`src/rtl/i2s_pkg.sv`:
```
// rtl/i2s_pkg.sv - shared I2S types and constants for the RX and TX stages
package i2s_pkg;

    localparam int I2S_DEFAULT_WIDTH = 16;

    typedef enum logic [1:0] {SYNC, LEFT, RIGHT} i2s_rx_state_t;

endpackage

```
`src/rtl/i2s_rx_deser.sv`:
```
// rtl/i2s_rx_deser.sv - one channel's left-justified shift register with saturating bit counter
module i2s_rx_deser
    import i2s_pkg::*;
#(
    parameter int WIDTH = I2S_DEFAULT_WIDTH
) (
    input  logic             sclk,
    input  logic             rst,
    input  logic             shift_en,
    input  logic             clear,
    input  logic             sdata,
    output logic [WIDTH-1:0] word
);

    localparam int CW = $clog2(WIDTH + 1);

    logic [WIDTH-1:0] sr;
    logic [WIDTH-1:0] sr_next;
    logic [CW-1:0]    cnt;
    logic             take;

    // Bits beyond WIDTH in a long slot are dropped once the counter saturates.
    assign take = shift_en && (cnt < CW'(WIDTH));

    // Bits land MSB-first at a fixed position so a short slot leaves zeros in the LSBs.
    always_comb begin
        sr_next = sr;
        for (int i = 0; i < WIDTH; i++) begin
            if (take && (cnt == CW'(WIDTH - 1 - i))) begin
                sr_next[i] = sdata;
            end
        end
    end

    // The word includes the bit captured this cycle, so the edge cycle can hand it off directly.
    assign word = sr_next;

    // Clear happens as the channel's slot starts; the word then holds until the next start.
    always_ff @(posedge sclk) begin
        if (rst || clear) begin
            sr  <= '0;
            cnt <= '0;
        end else if (take) begin
            sr  <= sr_next;
            cnt <= cnt + CW'(1);
        end
    end

endmodule

```
`src/rtl/i2s_rx.sv`:
```
// rtl/i2s_rx.sv - I2S receiver: lrclk framing, stereo output register, valid/ready and overrun
module i2s_rx
    import i2s_pkg::*;
#(
    parameter int WIDTH = I2S_DEFAULT_WIDTH
) (
    input  logic             sclk,
    input  logic             rst,
    input  logic             lrclk,
    input  logic             sdata,
    output logic [WIDTH-1:0] left_out,
    output logic [WIDTH-1:0] right_out,
    output logic             valid,
    input  logic             ready,
    output logic             overrun,
    input  logic             overrun_clr
);

    i2s_rx_state_t    state;
    logic             lrclk_q;
    logic             lr_seen;
    logic             lr_edge;
    logic             rise;
    logic             fall;
    logic             frame_done;
    logic             drop;
    logic [WIDTH-1:0] left_word;
    logic [WIDTH-1:0] right_word;

    // lrclk_q powers up as 1; an edge only counts once a real lrclk sample has been taken,
    // so coming out of reset inside a left slot does not fake a falling edge.
    assign lr_edge    = lr_seen && (lrclk != lrclk_q);
    assign rise       = lr_edge && lrclk;
    assign fall       = lr_edge && !lrclk;
    assign frame_done = (state == RIGHT) && fall;
    assign drop       = frame_done && valid && !ready;

    // Register word select for edge detection.
    always_ff @(posedge sclk) begin
        if (rst) begin
            lrclk_q <= 1'b1;
            lr_seen <= 1'b0;
        end else begin
            lrclk_q <= lrclk;
            lr_seen <= 1'b1;
        end
    end

    // The active channel follows lrclk_q, so the edge cycle still feeds the ending channel.
    i2s_rx_deser #(.WIDTH(WIDTH)) u_left (
        .sclk     (sclk),
        .rst      (rst),
        .shift_en (!lrclk_q),
        .clear    (fall),
        .sdata    (sdata),
        .word     (left_word)
    );

    i2s_rx_deser #(.WIDTH(WIDTH)) u_right (
        .sclk     (sclk),
        .rst      (rst),
        .shift_en (lrclk_q),
        .clear    (rise),
        .sdata    (sdata),
        .word     (right_word)
    );

    // Frame FSM plus output register, handshake and sticky overrun.
    always_ff @(posedge sclk) begin
        if (rst) begin
            state     <= SYNC;
            valid     <= 1'b0;
            left_out  <= '0;
            right_out <= '0;
            overrun   <= 1'b0;
        end else begin
            case (state)
                SYNC:    if (fall) state <= LEFT;
                LEFT:    if (rise) state <= RIGHT;
                RIGHT:   if (fall) state <= LEFT;
                default: state <= SYNC;
            endcase

            if (frame_done) begin
                if (!valid || ready) begin
                    left_out  <= left_word;
                    right_out <= right_word;
                    valid     <= 1'b1;
                end
            end else if (valid && ready) begin
                valid <= 1'b0;
            end

            if (drop) begin
                overrun <= 1'b1;
            end else if (overrun_clr) begin
                overrun <= 1'b0;
            end
        end
    end

endmodule
```
`config.mk`:
```
export PLATFORM = sky130hd
export DESIGN_NAME = i2s_rx
export DESIGN_NICKNAME = d
export VERILOG_FILES = /design/src/rtl/i2s_pkg.sv /design/src/rtl/i2s_rx_deser.sv /design/src/rtl/i2s_rx.sv
export SDC_FILE = /design/constraint.sdc
export NUM_CORES = 1
export LEC_CHECK = 0
export CORE_AREA = 2 2 93 95
export CTS_CLUSTER_SIZE = 8
export DETAILED_ROUTE_END_ITERATION = 7
export DIE_AREA = 0 0 95 97
export HOLD_SLACK_MARGIN = 0.1
export PLACE_DENSITY = 0.71
export SLEW_MARGIN = 10
export SYNTH_ARGS = -nofsm -noshare
export SYNTH_HDL_FRONTEND = slang
export SYNTH_HIERARCHICAL = 1
export SYNTH_SLANG_ARGS = --single-unit
```
`constraint.sdc`:
```
create_clock -name sclk -period 1.6 [get_ports sclk]
set_input_delay 0.32 -clock sclk [delete_from_list [all_inputs] [get_ports sclk]]
set_output_delay 0.32 -clock sclk [all_outputs]
set_load 0.01 [all_outputs]
```
# ---- After elaboration in Yosys (flattened, before gate mapping)
# Index checks and enable logic that the tools add are counted.
dict set report totals {
  reg_bits 80
  in_bits 6
  out_inout_bits 34
}
dict set report op_classes {
  n_addsub 2
  magnitude_cmp 2
  eq_ne 36
  n_mux 41
  n_reduce_logical 57
}
# op n
set ops {}
lappend ops {{equality test 5 x 4 -> 1 bit (second input constant)} 16}
lappend ops {{logical AND 1 bit} 41}
lappend ops {{equality test 5 x 3 -> 1 bit (second input constant)} 8}
lappend ops {{2-to-1 mux 1 bit} 38}
lappend ops {{equality test 5 x 2 -> 1 bit (second input constant)} 4}
lappend ops {{adder 5 x 1 -> 5 bit (second input constant)} 2}
lappend ops {{equality test 5 x 1 -> 1 bit (second input constant)} 2}
lappend ops {{logical NOT 5 bit} 2}
lappend ops {{< comparator 5 bit (second input constant)} 2}
lappend ops {{inequality test 2 x 1 -> 1 bit (second input constant)} 3}
lappend ops {{AND reduction 2 bit} 3}
lappend ops {{logical NOT 1 bit} 4}
lappend ops {{2-to-1 mux 2 bit} 2}
lappend ops {{one-hot mux 2 bit (2 select lines)} 1}
lappend ops {{nonzero test 2 bit} 2}
lappend ops {{logical OR 1 bit} 3}
lappend ops {{equality test 2 x 1 -> 1 bit (second input constant)} 1}
lappend ops {{equality test 2 bit (second input constant)} 1}
lappend ops {{logical NOT 2 bit} 1}
lappend ops {{OR reduction 2 bit} 1}
lappend ops {{inequality test 1 bit} 1}

# ---- Longest topological paths before layout
dict set report depth {
  word_depth 7
  ltp_mapped 8
}

# ---- Modules after synthesis
# The synthesis kept the hierarchy.
# module instances cells_each area_per_inst_um2 seq_area_each_um2
set modules_own_cells {}
lappend modules_own_cells {i2s_rx_deser 2 121 1246.2 420.4}
lappend modules_own_cells {i2s_rx 1 169 1554.0 760.7}

# ---- Least setup slack after synthesis
# Ideal clock, no wire load.
dict set report synth_path {
  path_type {reg2reg}
  start {register u_left.cnt[0]}
  end {register u_left.sr[0]}
  setup_ns 0.115
  t_arrival_ns 1.423
  required_ns 1.485
  path_slack_ns 0.062
  stages_incl_launch_ff 7
  synth_period_minus_slack_ns 1.538
  cell_sequence {dfxtp_1 -> ha_1 -> and3_1 -> ha_1 -> nand3b_1 -> mux2_2 -> and2_1}
}
dict set report synth_via {
  elab_chain_len 4
}
# item line
set synth_lines {}
lappend synth_lines {{start: declaration} i2s_rx_deser.sv:19} ;# logic [CW-1:0] cnt;
lappend synth_lines {{start signal: assignment} i2s_rx_deser.sv:45} ;# cnt <= cnt + CW'(1);
lappend synth_lines {{< comparator 5 bit} i2s_rx_deser.sv:23} ;# assign take = shift_en && (cnt < CW'(WIDTH));
lappend synth_lines {{logical AND 1 bit} i2s_rx_deser.sv:23}
lappend synth_lines {{logical AND 1 bit (*)} i2s_rx_deser.sv:29} ;# if (take && (cnt == CW'(WIDTH - 1 - i))) begin
lappend synth_lines {{2-to-1 mux 1 bit (*)} i2s_rx_deser.sv:29}
lappend synth_lines {{net left_word[0]} i2s_rx.sv:27} ;# logic [WIDTH-1:0] left_word;
lappend synth_lines {{end signal: assignment} i2s_rx_deser.sv:44} ;# sr <= sr_next;
lappend synth_lines {{end: declaration} i2s_rx_deser.sv:17} ;# logic [WIDTH-1:0] sr;
# The timed path passes the listed nets; every way through them passes the cells marked *.
# A chain may end at the register's enable or synchronous reset.

# ---- Worst setup path after layout
dict set report layout_path {
  start {register u_left.cnt[1]}
  end {register left_out[0]}
}
dict set report layout_via {
  elab_chain_len 4
}
# item line
set layout_lines {}
lappend layout_lines {{< comparator 5 bit} i2s_rx_deser.sv:23}
lappend layout_lines {{logical AND 1 bit} i2s_rx_deser.sv:23}
lappend layout_lines {{logical AND 1 bit (*)} i2s_rx_deser.sv:29}
lappend layout_lines {{2-to-1 mux 1 bit (*)} i2s_rx_deser.sv:29}
lappend layout_lines {{net left_word[0]} i2s_rx.sv:27}
lappend layout_lines {{end signal: assignment} i2s_rx.sv:86} ;# left_out <= left_word;
lappend layout_lines {{end: declaration} i2s_rx.sv:11} ;# output logic [WIDTH-1:0] left_out,
# Marks and branches as above.

==> impl_metrics.toml <==
[drt]
drt-wirelength-per-cell_um = 13.8
ant_nets_after_route = 0
vias_per_cell = 5.00
drtIter0Drc = 124
postRouteWirelength_mm = 8.08
dr.pass1.iters = 4
post-route-drc-count = 0
num_vias = 2937

[flow_run]
drv_cap = 0

[placed_design]
place_worst_setup_slack_ns = -0.267
place_congestion = 0.781
place_hpwl_mm = 5.39
io_buffer_count = 39
number_of_placed_instances_with_taps_included = 560

[layout]
antenna_cells = 0
mostFrequentLayoutCell = "sky130_fd_sc_hd__nand2_1"
num-fill-cells = 661
final_layout_net_count = 495
areaGrowthSynthToFinish_pct = 26.5
post_layout_nonfiller_instances = 587
share_of_post_route_cells_with_drive_strength_above_1_pct = 27.2
mostFrequentLayoutCells = "sky130_fd_sc_hd__nand2_1 (100), sky130_fd_sc_hd__dfxtp_1 (74), sky130_fd_sc_hd__mux2i_1 (66)"

[floorplanning]
total_die_area_sq_mm = 0.00922
die_height_um = 97
initial_utilization_pct = 49.7
die_width_um = 95
core-area_sq_mm = 0.00813
num_io_pins = 40
num_rows = 33

[timing]
grt_setup_unrepaired = "true"
number_of_hold_violations_in_the_final_report = 0
achievable-frequency_ghz = 0.639
period_minus_slack_ns = 1.57
slew_headroom_pct = 77.1
finClkSkew_ns = 0.00484
final_max_slew_viol_count = 0
setup_violations = 0
worst_pin_slew_ns = 0.343
final_worst_setup_slack_ns = 0.0342
post-route-period-util_pct = 97.9

[clocking]
cts_buffers = 9
clock_tree.root_cell = "sky130_fd_sc_hd__clkbuf_8"
clkSlewWorstSetupHoldPaths_ns = 0.08
cts.sinks = 80
clk_path_buf_depth = 2
ctsHtreeMaxLevel = 3
cts_tree = "built"
clk-insertion-delay-late_ns = 0.35
holdBufCountCts = 0

[worst_setup_path]
end_kind = "flop"
setup.worst_path.start = "u_left/cnt[1]"
rrSetupSlack_ns = 0.03
cp_max_fo = 5
r2r_start = "u_left/cnt[1]"
crit_chain = "ha_2 -> and3_4 -> ha_1 -> nand3b_1 -> mux2_4 -> nand2_1 -> mux2i_1"
startpoint_type = "flop"
critPathSlowestCell = "sky130_fd_sc_hd__dfxtp_4"
crit_required_ns = 1.83
worstSetupPathType = "flop to flop"
timing.critical_path.slowest_cell_delay_ns = 0.36
arrival_ns = 1.80

[synthesis]
synth_async_sr_flop_share_pct = 0
synth_top_area_share_pct = 39.6
simple_gate_area_share_of_the_yosys_netlist_pct = 22.1
ys_top_cells_by_area = "sky130_fd_sc_hd__dfxtp_1 (40%), sky130_fd_sc_hd__mux2i_1 (16%), sky130_fd_sc_hd__nand2_1 (9.3%), sky130_fd_sc_hd__mux2_4 (5.2%), sky130_fd_sc_hd__mux2_2 (3.9%)"
mapped_cell_area_sq_mm = 0.00405
synth.avg_cell_area_sq_um = 9.85
ys.flop_type = "sky130_fd_sc_hd__dfxtp_1"
synth_seq_area_share_pct = 39.6
yosysWarningCount = 6
synth.area.mux_share_pct = 26.5
synth_enable_flop_cells = 0
syn_inst = 411
synth_seq_cells = 80
synth_top_family_by_area = "multiplexers"
synth_compound_gate_area_share_pct = 1.21
synth_xor_xnor_area_share_pct = 0.866
yosysTopAreaCell = "sky130_fd_sc_hd__dfxtp_1"
synth_cell_types = 39
synth_fa_ha_area_share_pct = 3.71
syn_nets = 429

[global_route]
grt_pass1_wl_mm = 13.4
grt_remaining_overflow = 0
initial_antenna_violation_count = 0
groute.usage.overall_pct = 18.2
grt_pass1_vias = 2885
maximum_number_of_pins_on_one_net_before_global_route_repair = 55

[power_and_ir_drop]
power_density_mw_per_mm2 = 843
leakage_uw = 0.00232
vdd_ir_drop_max_mv = 0.459

[min_path]
min-delay-start = "right_out[12]"
holdCritPathClass = "flop to flop"

[run_status]
result_of_the_run = "finished, final reports clean"
==> critical path, delay by kind of cell (launching register included) <==
family	cells	cell delay, ns
adders and majority gates	2	0.35
DFF	1	0.36
muxes	2	0.39
and+or+nand+nor	3	0.34
==> path summary, 6_finish.rpt <==
check,to,cells past startpoint
hold reg to reg,right_out[12],2
hold / removal,right_out[12],2
setup reg to reg,left_out[0],7
setup / recovery,left_out[0],7
==> Yosys cell counts, drive strengths merged (3+ instances only) <==
cell,count
a21oi,5
and3,4
buf,15
clkbuf,10
dfxtp,80
ha,12
inv,10
mux2,32
mux2i,66
nand2,100
nand3,22
nand3b,4
nand4,8
nor2,13
nor2b,7
o21ai,3
or2,3
==> repair_timing <==
action	CTS	global route
endpoints found under the setup margin	5	25
gates resized for setup	3	34
buffers inserted	1	10
pin swaps	1	3
==> metrics by stage <==
stage	hold slack, ns	setup TNS [ns]	util (%)	cell area (sq um)	power (uW)
floorplan	0.389	0	-	4050	2330
global placement	0.439	-9.98	57.5	4680	2460
detailed placement	0.446	-13.04	57.5	4680	2470
CTS	0.459	-0.00216	60.7	4940	4310
global route	0.482	-0.0439	62.9	5120	4490
finish	0.456	0	62.9	5120	4310
==> cell type report <==
| class | instances | area (sq um) | share of cell area (%) |
|---|---|---|---|
| clock inverters | 5 | 103 | 2.00 |
| multi-input cells | 296 | 2270 | 44.3 |
| repair buffers | 80 | 812 | 15.9 |
| well taps | 105 | 131 | 2.57 |
| inverters | 10 | 37.5 | 0.733 |
| flip-flops and latches | 80 | 1610 | 31.5 |
| clock buffers | 11 | 151 | 2.96 |
==> routing by layer <==
layer / share of wire (%) / vias up / track usage, %
met3: 3.4 / 9 / 3.82
li1: - / 1516 / -
met4: 1.6 / 0 / 6.91
met2: 45 / 54 / 27.7
met5: 0 / - / 0
met1: 50 / 1358 / 25.1
==> sequential cells by signal, indices dropped and copies added (netlist names), 2 cells and up <==
register / flops
left_out: 16
right_out: 16
u_left/sr: 16
u_right/sr: 16
u_left/cnt: 5
u_right/cnt: 5
state: 2
==> cell families (layout without fill, tap and decap cells) <==
group                      after synthesis  count (layout)
adders and majority gates               12              12
xor gates and xnor gates                 4               4
DFF                                     80              80
buffers and inverters                   35             106
muxes                                   98              98
and+or+nand+nor                        173             173
AOI/OAI and AO/OA                        9               9
==> power breakdown <==
group	leakage [uW]	internal (uW)	total, uW	switching (uW)
Sequential	0.000649	2020	2040	24.1
Combinational	0.00154	201	428	227
Clock	0.000126	1120	1840	724
Total	0.00232	3340	4310	976
(Power assumes the default switching activity.)
